## config.mk

```make
export PLATFORM = sky130hd
export DESIGN_NAME = breadboard_lut_sweep
export DESIGN_NICKNAME = d
export VERILOG_FILES = /design/src/rtl/breadboard_lut_sweep.sv
export SDC_FILE = /design/constraint.sdc
export NUM_CORES = 1
export LEC_CHECK = 0
export BUFFER_PORTS_ARGS = -buffer_cell sky130_fd_sc_hd__buf_2
export CORE_MARGIN = 2
export CORE_UTILIZATION = 43
export DETAILED_ROUTE_END_ITERATION = 6
export GPL_ROUTABILITY_DRIVEN = 0
export SYNTH_ARGS = -nofsm -noshare
export SYNTH_HDL_FRONTEND = slang
export SYNTH_SLANG_ARGS = --single-unit
```

## constraint.sdc

```tcl
create_clock -name clk -period 6.3 [get_ports clk]
set_input_delay 1.26 -clock clk [delete_from_list [all_inputs] [get_ports clk]]
set_output_delay 1.26 -clock clk [all_outputs]
set_load 0.005 [all_outputs]
```

## src/rtl/breadboard_lut_sweep.sv

```systemverilog
// Programmable truth-table breadboard: one LUT per output, evaluated either
// directly from live inputs or by an internal binary/Gray sweep under valid/ready.
module breadboard_lut_sweep #(
   parameter int N_IN  = 4,
   parameter int N_OUT = 10,
   parameter int SEL_W = (N_OUT > 1) ? $clog2(N_OUT) : 1
) (
   input  logic                 clk,
   input  logic                 rst_n,
   input  logic [N_IN-1:0]      in,
   input  logic                 cfg_we,
   input  logic [SEL_W-1:0]     cfg_sel,
   input  logic [(1<<N_IN)-1:0] cfg_data,
   input  logic                 start,
   input  logic                 gray,
   input  logic                 out_rdy,
   output logic [N_OUT-1:0]     f,
   output logic [N_IN-1:0]      out_idx,
   output logic                 out_vld,
   output logic                 busy,
   output logic                 done,
   output logic                 cfg_err
);
   localparam int DEPTH = 1 << N_IN;
   localparam logic [N_IN:0] LAST = (N_IN+1)'(DEPTH - 1);

   typedef enum logic [1:0] {IDLE, SWEEP, DONE} state_t;

   state_t           state, state_nxt;
   logic [DEPTH-1:0] tbl    [N_OUT];
   logic [DEPTH-1:0] tbl_wr [N_OUT];
   logic [N_IN:0]    cnt, cnt_nxt;
   logic             gray_q;
   logic             wr_ok, bad_wr, beat_acc, last_beat, go, upd;
   logic [N_IN-1:0]  idx_nxt, lk_idx;
   logic [N_OUT-1:0] f_nxt;

   function automatic logic [DEPTH-1:0] tbl_default(input int j);
      logic [DEPTH-1:0] v;
      v = '0;
      if (N_IN == 4 && N_OUT >= 2) begin
         if (j == 0)
            v = DEPTH'(16'hFAC8);
         else if (j == 1)
            v = DEPTH'(16'hF8A8);
      end
      return v;
   endfunction

   function automatic logic [N_IN-1:0] seq_map(input logic [N_IN:0] c, input logic g);
      logic [N_IN-1:0] b;
      b = c[N_IN-1:0];
      return g ? (b ^ (b >> 1)) : b;
   endfunction

   always_comb begin
      wr_ok     = cfg_we && (int'(cfg_sel) < N_OUT) && (state == IDLE);
      bad_wr    = cfg_we && !wr_ok;
      go        = (state == IDLE) && start;
      beat_acc  = (state == SWEEP) && out_rdy;
      last_beat = (cnt == LAST);
      state_nxt = state;
      cnt_nxt   = cnt;
      case (state)
         IDLE: begin
            if (start) begin
               state_nxt = SWEEP;
               cnt_nxt   = '0;
            end
         end
         SWEEP: begin
            if (beat_acc) begin
               if (last_beat)
                  state_nxt = DONE;
               else
                  cnt_nxt = cnt + 1'b1;
            end
         end
         DONE: begin
            state_nxt = IDLE;
            cnt_nxt   = '0;
         end
         default: state_nxt = IDLE;
      endcase
      idx_nxt = seq_map(cnt_nxt, go ? gray : gray_q);
      upd     = (state == IDLE) || (beat_acc && !last_beat);
   end

   // A write issued together with start must already be seen by the first beat,
   // so the start path looks up the post-write tables; direct mode sees it a cycle later.
   always_comb begin
      lk_idx = go ? idx_nxt : ((state == IDLE) ? in : idx_nxt);
      f_nxt  = '0;
      for (int j = 0; j < N_OUT; j++) begin
         tbl_wr[j] = (wr_ok && cfg_sel == SEL_W'(j)) ? cfg_data : tbl[j];
         f_nxt[j]  = go ? tbl_wr[j][lk_idx] : tbl[j][lk_idx];
      end
   end

   always_ff @(posedge clk) begin
      if (!rst_n)
         state <= IDLE;
      else
         state <= state_nxt;
   end

   always_ff @(posedge clk) begin
      if (!rst_n) begin
         cnt     <= '0;
         gray_q  <= 1'b0;
         f       <= '0;
         out_idx <= '0;
         cfg_err <= 1'b0;
         for (int j = 0; j < N_OUT; j++)
            tbl[j] <= tbl_default(j);
      end else begin
         cnt     <= cnt_nxt;
         cfg_err <= bad_wr;
         for (int j = 0; j < N_OUT; j++)
            tbl[j] <= tbl_wr[j];
         if (go)
            gray_q <= gray;
         if (upd) begin
            f       <= f_nxt;
            out_idx <= lk_idx;
         end
      end
   end

   assign out_vld = (state == SWEEP);
   assign busy    = (state == SWEEP);
   assign done    = (state == DONE);

endmodule
```

==> results_dict.tcl, run 1 <==
set metrics [dict create \
    drc 0 \
    drv_slew 0 \
    detail-route-antenna-nets 0 \
    fin_ws_ns 1.79 \
    r2r_cells 10 \
    start_util_pct 43.4 \
    p_leak_uw 0.00347 \
    hold_viol_final 0 \
    fin_crit_ns 4.51 \
    nNetsFinal 1165 \
    status "completed" \
    setup_viol 0 \
    multi_input_area_um2 5010 \
    boundaryPins 48 \
    root_buffer "clkbuf_16" \
    ir_drop_uv 192 \
    slowest_delay_ns 0.59 \
    totalPowerFinal_uw 2500 \
    min_from "tbl[3][6]" \
    io_buffers 47 \
    holdPathEnd "tbl[3][6]" \
    synth.top_cell.area_share_pct 40.5 \
    crit_chain "buf_2 -> nor3b_2 -> mux2i_1 -> o21bai_2 -> xor2_1 -> a21boi_4 -> buf_4 -> nor3_1 -> a222oi_1 -> o21ai_0 -> or3_1" \
    critPathKind "input pin to flip-flop" \
    cts_hold_buf 0 \
    grt_pass1_wl_mm 42.5 \
    die_y_um 149 \
    cp_max_fo 20 \
    grt_overflow_total 0 \
    ys_top_cells_by_area "dfxtp_1 (41%), nand2_1 (17%), a21boi_0 (12%)" \
    rsz0062_at_grt "no" \
    clkPwrFrac_pct 43.4 \
    seqCellArea_um2 3660 \
    cts_tree "done" \
    mostFrequentLayoutCells "nand2_1 (414), dfxtp_1 (183), a21boi_0 (143), buf_2 (46), mux2i_1 (43)" \
    start_kind "input pin" \
    grt_pass1_vias 7532 \
    ys_types 62 \
    dr.pass1.iters 5 \
    synth-seq-cells 183 \
    place_area_um2 9360 \
    insertion_delay_ns 0.44 \
    grt_max_degree 90 \
    final_common_cell "nand2_1" \
    slew_headroom_pct 31.5 \
    setup_tns_ns 0 \
    yosysWarnings 0 \
    wl_per_cell_um 19.1 \
    hold-path-cell-count 2 \
    worst_pin_slew_ns 1.01 \
    crit_required_ns 6.61 \
    syn_area_per_cell_um2 7.88 \
    p_switching_uw 624 \
    cap_violations 0 \
    drt_iter0_markers 733 \
    post-route-cell-area_um2 9940 \
    fill_cells 2106 \
    holdCritPathClass "flip-flop to flip-flop" \
    intPower_uw 1880 \
    syn_inst 1147 \
    dpl.hpwl_mm 17.4 \
    seqPwrFrac_pct 47.4 \
    p_per_area_nw_per_um2 252 \
    skew_ns 0.00770 \
    numCtsBuffers 17 \
    syn_nets 1178 \
    grt_usage_pct 24.8 \
    p_comb_share_pct 9.1 \
    seq_area_frac_synth_pct 40.5 \
    cts.repair.resized 0 \
    sw_frac_of_total_pct 24.9 \
    rrSetupSlack_ns 1.97 \
    r2r-start "state[0]" \
    syn_to_final_growth_pct 10.0 \
    clock_sinks 183 \
    post_cts_buffers 0 \
    core_um2 20800 \
    period_share_pct 71.6 \
    cp-end-kind "flip-flop" \
    r2r-end "f[7]" \
    synth_edf_count 0 \
    synth_flop_cell "dfxtp_1" \
    rows 53 \
    wl_mm 27.1 \
    antenna_found_initial 3 \
    synth-async-reset-ratio_pct 0 \
    syn_area_um2 9040 \
    clk_pin_slew_ns 0.07 \
    vias 7931 \
    place_ws_ns 1.37 \
    dieArea_um2 22200 \
    yosysTopAreaCell "dfxtp_1" \
    die_w_um 149 \
    layout-drive-gt1-share_pct 10.9 \
    clk_path_buf_depth 2 \
    max_freq_ghz 0.222 \
    viasPerCell 5.57 \
    cp_data_arrival_time_ns 4.83 \
    htreeDepth 4 \
    cp_slowest_cell "a21boi_4" \
]
-- how the worst max path moves through the flow --
stage          cells after the start  endpoint  slack [ns]  start
3_5_place_dp                      11      f[2]        1.37  start
6_report                          11      f[7]        1.79  start
2_1_floorplan                     10      f[2]        2.33  start
5_1_grt                           11      f[2]        1.53  start
3_3_place_gp                      11      f[7]        1.41  start
4_1_cts                           11      f[2]        1.80  start
-- layout make-up --
class / instances / share of cell area [%]
antenna: 2 / 0.0503
clock buffer: 23 / 4.60
clock inverter: 8 / 1.25
inverter: 2 / 0.0755
multi-input combinational: 870 / 50.4
sequential: 183 / 36.8
tap: 275 / 3.46
timing repair buffer: 60 / 3.37
-- Yosys cell counts (12+ instances only) --
cell type	n
a21boi_0	143
a21oi_1	30
mux2i_1	43
nand3_1	24
nand2_1	414
nor3_1	15
o21ai_0	12
nor2_1	17
dfxtp_1	183
mux2_2	29
clkbuf_1	74
-- critical path, delay by kind of cell --
| family | cells | cell delay [ns] |
|---|---|---|
| compound gates | 4 | 1.52 |
| xor+xnor | 1 | 0.25 |
| buf+inv | 2 | 0.46 |
| mux | 1 | 0.48 |
| simple gates | 3 | 0.82 |
-- cell families after synthesis --
kind of cell / after synthesis / share of synthesized area (%)
simple gates: 527 / 24.4
compound gates: 268 / 22.0
flops: 183 / 40.5
buf+inv: 94 / 4.37
mux: 72 / 8.37
xor+xnor: 2 / 0.194
fa+ha+maj: 1 / 0.138
-- sequential cells by signal, summed over array words and instances, names as in the netlist --
register	cells
out_idx	4
gray_q	1
tbl	160
cnt	5
cfg_err	1
state	2
f	10
-- power groups by stage --
stage	combinational (uW)	clock, uW	sequential, uW
global placement	228	0	1210
CTS	228	1100	1190
finish	229	1090	1190
floorplan	152	0	1210
detailed placement	227	0	1210
global route	246	1150	1190
-- metrics by stage --
stage,utilization [%],hold slack [ns],cells
6_report,47.8,0.465,1423
5_1_grt,47.7,0.479,1421
4_1_cts,47.7,0.466,1421
3_5_place_dp,44.9,0.455,1390
3_3_place_gp,44.9,0.448,1390
2_1_floorplan,-,0.432,1147
-- metal layers --
metal	global-route usage, %	up-vias	share of wire [%]
li1	-	3907	-
met1	32.6	3785	45
met2	41.8	200	48
met3	4.19	37	5.3
met4	7.57	2	1.7
met5	0	-	0.048
No activity file was read; power rests on OpenSTA's default activity.
==> run 2: changes to the inputs <==
--- a/config.mk
+++ b/config.mk
@@ -5,6 +5,7 @@
 export SDC_FILE = /design/constraint.sdc
 export NUM_CORES = 1
 export LEC_CHECK = 0
+export ABC_AREA = 1
 export BUFFER_PORTS_ARGS = -buffer_cell sky130_fd_sc_hd__buf_2
 export CORE_MARGIN = 2
 export CORE_UTILIZATION = 43
==> constraint.sdc (replaced) <==
create_clock -name clk -period 4.3 [get_ports clk]
set_input_delay 0.86 -clock clk [delete_from_list [all_inputs] [get_ports clk]]
set_output_delay 0.86 -clock clk [all_outputs]
set_load 0.005 [all_outputs]
==> run 2 against run 1 <==
  * Routed wire length is 21% higher
  * Clock power is 48% higher
  * Worst setup slack worse by 0.80 ns
  * Synthesized area is 18% higher
  * Clock-buffer cell count is 5 lower
  * Non-clock buffer count is 11 higher
  * Worst hold slack better by 0.031 ns
  * Sequential power is 48% higher
  * Sequential share of layout area is 5.2 points lower
  * Clock skew is 0.0062 ns higher
==> results_dict.tcl, run 2 <==
set metrics [dict create \
    numCtsBuffers 17 \
    grt_pass1_vias 9908 \
    holdWs_ns 0.496 \
    rows 57 \
    crit_chain "nor2_4 -> nand2_1 -> inv_2 -> nand2_1 -> nand2_1 -> nand3_1 -> nand2_1 -> nand2_1 -> nand2_2 -> buf_12 -> buf_4 -> nand3_1 -> nand3_1 -> nand3_1 -> nand3_1 -> nand2_1 -> a21oi_1" \
    crit_buf_inv 3 \
    slew_headroom_pct 17.3 \
    yosysMostFrequentCell "nand3_1" \
    status "completed" \
    synth_compound_area_share_pct 9.51 \
    die_y_um 162 \
    cts_tree "done" \
    start_kind "flip-flop" \
    grt_pass1_wl_mm 52.9 \
    start_util_pct 43.9 \
    rrSetupSlack_ns 0.98 \
    synthMuxAreaShare_pct 0 \
    r2r_cells 17 \
    totalPowerFinal_uw 4400 \
    synth-async-reset-ratio_pct 0 \
    clk_pin_slew_ns 0.08 \
    syn_area_per_cell_um2 6.01 \
    ys_top_cells_by_area "dfxtp_1 (34%), nand3_1 (22%), nand2_1 (14%)" \
    hold_viol_final 0 \
    p_per_area_nw_per_um2 380 \
    instances_no_fill 2055 \
    setup_viol 0 \
    seq_area_frac_synth_pct 34.2 \
    critPathKind "flip-flop to flip-flop" \
    largest-register "tbl" \
    boundaryPins 48 \
    root_buffer "clkbuf_16" \
    cp_slowest_cell "dfxtp_1" \
    clkPwrFrac_pct 36.6 \
    period_share_pct 77.1 \
    synthAdderAreaFrac_pct 0.117 \
    wl_per_cell_um 16.0 \
    ir_drop_uv 211 \
    cap_violations 0 \
    startpoint "state[1]" \
    insertion_delay_ns 0.44 \
    sw_frac_of_total_pct 35.0 \
    intPower_uw 2860 \
    crit_required_ns 4.67 \
    synth.top_cell.area_share_pct 34.2 \
    clk_path_buf_depth 2 \
    r2r-end "f[4]" \
    synth_edf_count 0 \
    dp_cells 2023 \
    p_switching_uw 1540 \
    cp_max_fo 37 \
    cts_hold_buf 0 \
    dpl.hpwl_mm 20.0 \
    crit_end "f[4]" \
    rsz0062_at_grt "no" \
    syn_area_um2 10700 \
    io_buffers 47 \
    drc 0 \
    dr.pass1.iters 6 \
    drv_slew 0 \
    ys_types 29 \
    syn_nets 1811 \
    seqCellArea_um2 3660 \
    largest_reg_flops 160 \
    layout-drive-gt1-share_pct 6.93 \
    yosysWarnings 0 \
    antenna_found_initial 1 \
    detail-route-antenna-nets 0 \
    viasPerCell 5.33 \
    fill_cells 2642 \
    synth_common_cells "nand3_1 (469), nand2_1 (393), inv_1 (197), dfxtp_1 (183), o21ai_0 (177)" \
    vias 11000 \
    p_comb_share_pct 23.3 \
    multi_input_area_um2 5630 \
    final_common_cell "nand3_1" \
    yosysTopAreaCell "dfxtp_1" \
    syn_inst 1780 \
    top_regs "tbl x160, f x10, cnt x5" \
    n_antenna_cell 0 \
    cpMostUsedCell "nand2_1" \
    htreeDepth 4 \
    grt_max_degree 161 \
    max_freq_ghz 0.302 \
    synthSimpleGateAreaFrac_pct 42.5 \
    fin_crit_ns 3.32 \
    core_um2 24400 \
    seqPwrFrac_pct 40.1 \
    slowest_delay_ns 0.40 \
    wl_mm 33.0 \
    mostFrequentLayoutCells "nand3_1 (469), nand2_1 (392), inv_1 (197), dfxtp_1 (183), o21ai_0 (175)" \
    grt_usage_pct 25.6 \
    synth_xor_area_share_pct 0.164 \
    r2r-start "state[1]" \
    dieArea_um2 26200 \
    post-route-cell-area_um2 11600 \
    synth_flop_cell "dfxtp_1" \
    clock_sinks 183 \
    place_area_um2 11000 \
    synth_top_family_by_area "simple AND/OR/NAND/NOR gates" \
    p_leak_uw 0.00586 \
    setup_tns_ns 0 \
    cp_data_arrival_time_ns 3.68 \
    cp-end-kind "flip-flop" \
    post_cts_buffers 0 \
    nNetsFinal 1749 \
    drt_iter0_markers 1013 \
    die_w_um 162 \
    syn_to_final_growth_pct 8.20 \
    worst_pin_slew_ns 1.24 \
    crit_cells 17 \
    synth-seq-cells 183 \
    holdCritPathClass "flip-flop to flip-flop" \
    grt_overflow_total 0 \
    skew_ns 0.0139 \
    cts.repair.resized 0 \
    crit_family "simple AND/OR/NAND/NOR gates" \
]
## run 2: final cells by class
type	count	share of cell area (%)
multi-input cells	1243	48.6
flip-flops and latches	183	31.7
inverters	202	6.57
repair buffers	71	4.56
clock buffers	18	3.79
well taps	324	3.50
clock inverters	14	1.31
## run 2: through the flow
| step | util [%] | setup WS, ns |
|---|---|---|
| 5_1_grt | 47.5 | 0.719 |
| 4_1_cts | 47.5 | 1.03 |
| 3_5_place_dp | 45.0 | 0.779 |
| 3_3_place_gp | 45.0 | 0.804 |
| 2_1_floorplan | - | 1.74 |
| 6_report | 47.5 | 0.984 |
## run 2: worst reg2reg max path, stage by stage, from the launching register on
cell and delay (ns):
dfxtp_1 0.40, nor2_4 0.25, nand2_1 0.17, inv_2 0.26, nand2_1 0.11, nand2_1 0.18, nand3_1 0.10, nand2_1 0.13
nand2_1 0.08, nand2_2 0.36, buf_12 0.30, buf_4 0.26, nand3_1 0.10, nand3_1 0.09, nand3_1 0.13, nand3_1 0.10
nand2_1 0.10, a21oi_1 0.13
## run 2: cell families (layout without fill, tap and decap cells)
family,count (synthesis),after routing
AO/OA/AOI/OAI,201,201
XOR/XNOR,2,2
adder cells (fa/ha/maj),1,1
buffers and inverters,354,305
flip-flops,183,183
AND/OR/NAND/NOR,1039,1039
## run 2: layer usage
layer / GRT usage [%] / wire length (um)
met1: 34.3 / 15000
met2: 42.7 / 15300
met3: 2.66 / 1760
met4: 9.61 / 896
met5: 0 / 0
## run 2: worst min-delay path by stage
| stage | depth (start not counted) | slack [ns] | to | startpoint |
|---|---|---|---|---|
| global placement | 2 | 0.50 | gray_q | gray_q |
| detailed placement | 2 | 0.49 | gray_q | gray_q |
| finish | 2 | 0.50 | gray_q | gray_q |
| global route | 2 | 0.52 | gray_q | gray_q |
| floorplan | 2 | 0.45 | gray_q | gray_q |
| CTS | 2 | 0.50 | gray_q | gray_q |
## run 2: power by group through the flow
stage | clock network, uW | registers (uW) | logic, uW
2_1_floorplan | 0 | 1790 | 741
4_1_cts | 1630 | 1760 | 1020
6_report | 1610 | 1760 | 1030
3_3_place_gp | 0 | 1800 | 1020
3_5_place_dp | 0 | 1800 | 1020
5_1_grt | 1700 | 1770 | 1140
==> run 3: changes to the inputs <==
==> constraint.sdc (replaced) <==
create_clock -name clk -period 2.8 [get_ports clk]
set_input_delay 0.56 -clock clk [delete_from_list [all_inputs] [get_ports clk]]
set_output_delay 0.56 -clock clk [all_outputs]
set_load 0.005 [all_outputs]
==> run 3 against run 2 <==
  * Power up 59%
  * Routed wire length up 3.8%
  * Critical path depth unchanged
  * Critical endpoint is now f[2]
  * Final area up 4.6%
  * Clock-buffer cell count down 1
  * Sequential cell count unchanged
  * Worst setup slack worse by 0.78 ns
  * Worst hold slack worse by 0.15 ns
  * Largest power group unchanged
  * Sequential share of layout area down 1.4 points
  * First-iteration DRC count down 5.2%
==> results_dict.tcl, run 3 (synthesis gave the netlist of run 2 again) <==
set metrics [dict create \
    r2r-start "cnt[1]" \
    grt_overflow_total 0 \
    cts_hold_buf 0 \
    period_share_pct 92.8 \
    die_w_um 162 \
    holdCritPathClass "input pin to flip-flop" \
    holdWs_ns 0.348 \
    status "completed" \
    core_um2 24400 \
    drc 0 \
    die_y_um 162 \
    rrSetupSlack_ns 0.20 \
    min_from "cfg_we" \
    p_per_area_nw_per_um2 578 \
    numCtsBuffers 17 \
    htreeDepth 4 \
    crit_chain "ha_2 -> nand4_1 -> nand2_2 -> o21ai_1 -> nand2_2 -> nand2_1 -> nand2_1 -> nand2_1 -> a21oi_4 -> buf_12 -> buf_12 -> nand3_1 -> nand3_1 -> nand3_1 -> nand3_1 -> nand2_1 -> a21oi_1" \
    grt_pass1_vias 10100 \
    insertion_delay_ns 0.44 \
    largest-register "tbl" \
    antenna_found_initial 1 \
    syn_to_final_growth_pct 13.2 \
    crit_buf_inv 2 \
    maxUsedRoutingLayer "met4" \
    max_freq_ghz 0.385 \
    post-route-cell-area_um2 12100 \
    clock_sinks 183 \
    drt_iter0_markers 960 \
    worst_pin_slew_ns 0.583 \
    cts_tree "done" \
    viasPerCell 5.41 \
    layout-drive-gt1-share_pct 8.70 \
    start_kind "flip-flop" \
    place_area_um2 11400 \
    cp-end-kind "flip-flop" \
    start_util_pct 43.9 \
    cp_data_arrival_time_ns 2.97 \
    fin_ws_ns 0.203 \
    root_buffer "clkbuf_16" \
    wl_met2_mm 15.9 \
    met3_length_mm 2.14 \
    clk_pin_slew_ns 0.08 \
    slowest_delay_ns 0.38 \
    dr.pass1.iters 7 \
    hold_viol_final 0 \
    dpl.hpwl_mm 20.9 \
    wl_met1_mm 15.3 \
    skew_ns 0.0114 \
    r2r-end "f[2]" \
    drv_slew 0 \
    top_regs "tbl x160, f x10, cnt x5" \
    dieArea_um2 26200 \
    grt_max_degree 61 \
    cap_violations 0 \
    io_buffers 47 \
    slew_headroom_pct 61.2 \
    detail-route-antenna-nets 0 \
    grt_pass1_wl_mm 54.4 \
    clk_path_buf_depth 2 \
    wl_per_cell_um 16.4 \
    place_ws_ns 0.0965 \
    crit_cells 17 \
    cp_slowest_cell "dfxtp_2" \
    setup_tns_ns 0 \
    wl_mm 34.2 \
    mostFrequentLayoutCells "nand3_1 (469), nand2_1 (390), inv_1 (197), dfxtp_1 (180), o21ai_0 (175)" \
    rows 57 \
    setup_viol 0 \
    hold-path-cell-count 3 \
    ir_drop_uv 470 \
    cp_max_fo 17 \
    nNetsFinal 1776 \
    fin_crit_ns 2.60 \
    crit_family "simple AND/OR/NAND/NOR gates" \
    largest_reg_flops 160 \
    r2r_cells 17 \
    holdPathEnd "cfg_err" \
    critPathKind "flip-flop to flip-flop" \
    crit_required_ns 3.18 \
    vias 11300 \
    boundaryPins 48 \
    grt_usage_pct 26.2 \
    p_leak_uw 0.00611 \
    final_common_cell "nand3_1" \
]
[run 3: cell types whose count changed in the layout (fill, tap and decap cells not counted), sizes merged]
cell,delta
diode,+1
inv,-4
clkinvlp,+2
clkbuf,+1
bufinv,+2
buf,+25
clkinv,+1
[run 3: layout make-up]
| class | instances | area (um2) |
|---|---|---|
| diodes | 1 | 2.50 |
| clock buffers | 17 | 425 |
| clock inverters | 15 | 189 |
| fillers | 2507 | 12300 |
| inverters | 202 | 761 |
| multi-input cells | 1243 | 5640 |
| flip-flops and latches | 183 | 3670 |
| well taps | 324 | 405 |
| repair buffers | 98 | 1020 |
[run 3: report_power, final]
part           leakage, uW  internal, uW  switching (uW)
sequential         0.00148          2660            48.4
clock             0.000295          1360            1220
combinational      0.00433           588            1120
[run 3: worst reg2reg max path, cell delays in order (launching register included)]
cell	delay (ns)
dfxtp_2	0.38
ha_2	0.22
nand4_1	0.17
nand2_2	0.15
o21ai_1	0.08
nand2_2	0.09
nand2_1	0.06
nand2_1	0.06
nand2_1	0.11
a21oi_4	0.24
buf_12	0.16
buf_12	0.16
nand3_1	0.11
nand3_1	0.09
nand3_1	0.17
nand3_1	0.13
nand2_1	0.06
a21oi_1	0.11
[run 3: timing repair]
| action | CTS | global route |
|---|---|---|
| endpoints found under the hold margin | 0 | 0 |
| setup buffers | 0 | 5 |
| endpoints found under the setup margin | 0 | 10 |
| resized for setup | 0 | 8 |
[run 3: metrics by stage]
| step | utilization [%] | std cells | power, uW |
|---|---|---|---|
| floorplan | - | 1780 | 3890 |
| global placement | 46.6 | 2043 | 4420 |
| detailed placement | 46.6 | 2043 | 4420 |
| CTS | 49.1 | 2075 | 7000 |
| global route | 49.6 | 2082 | 7330 |
| finish | 49.6 | 2083 | 6990 |
[run 3: per-layer routing]
metal | up-vias | global-route usage [%]
li1 | 5658 | -
met1 | 5186 | 35.3
met2 | 368 | 43.2
met3 | 50 | 4.24
met4 | 0 | 8.41
met5 | - | 0
[run 3: worst max path at each step]
| stage | from | slack (ns) | endpoint |
|---|---|---|---|
| floorplan | out_rdy | 0.54 | f[5] |
| global placement | cnt[1] | 0.12 | f[5] |
| finish | cnt[1] | 0.20 | f[2] |
| global route | cnt[1] | -0.03 | f[5] |
| detailed placement | out_rdy | 0.1 | f[2] |
| CTS | cnt[1] | 0.09 | f[5] |
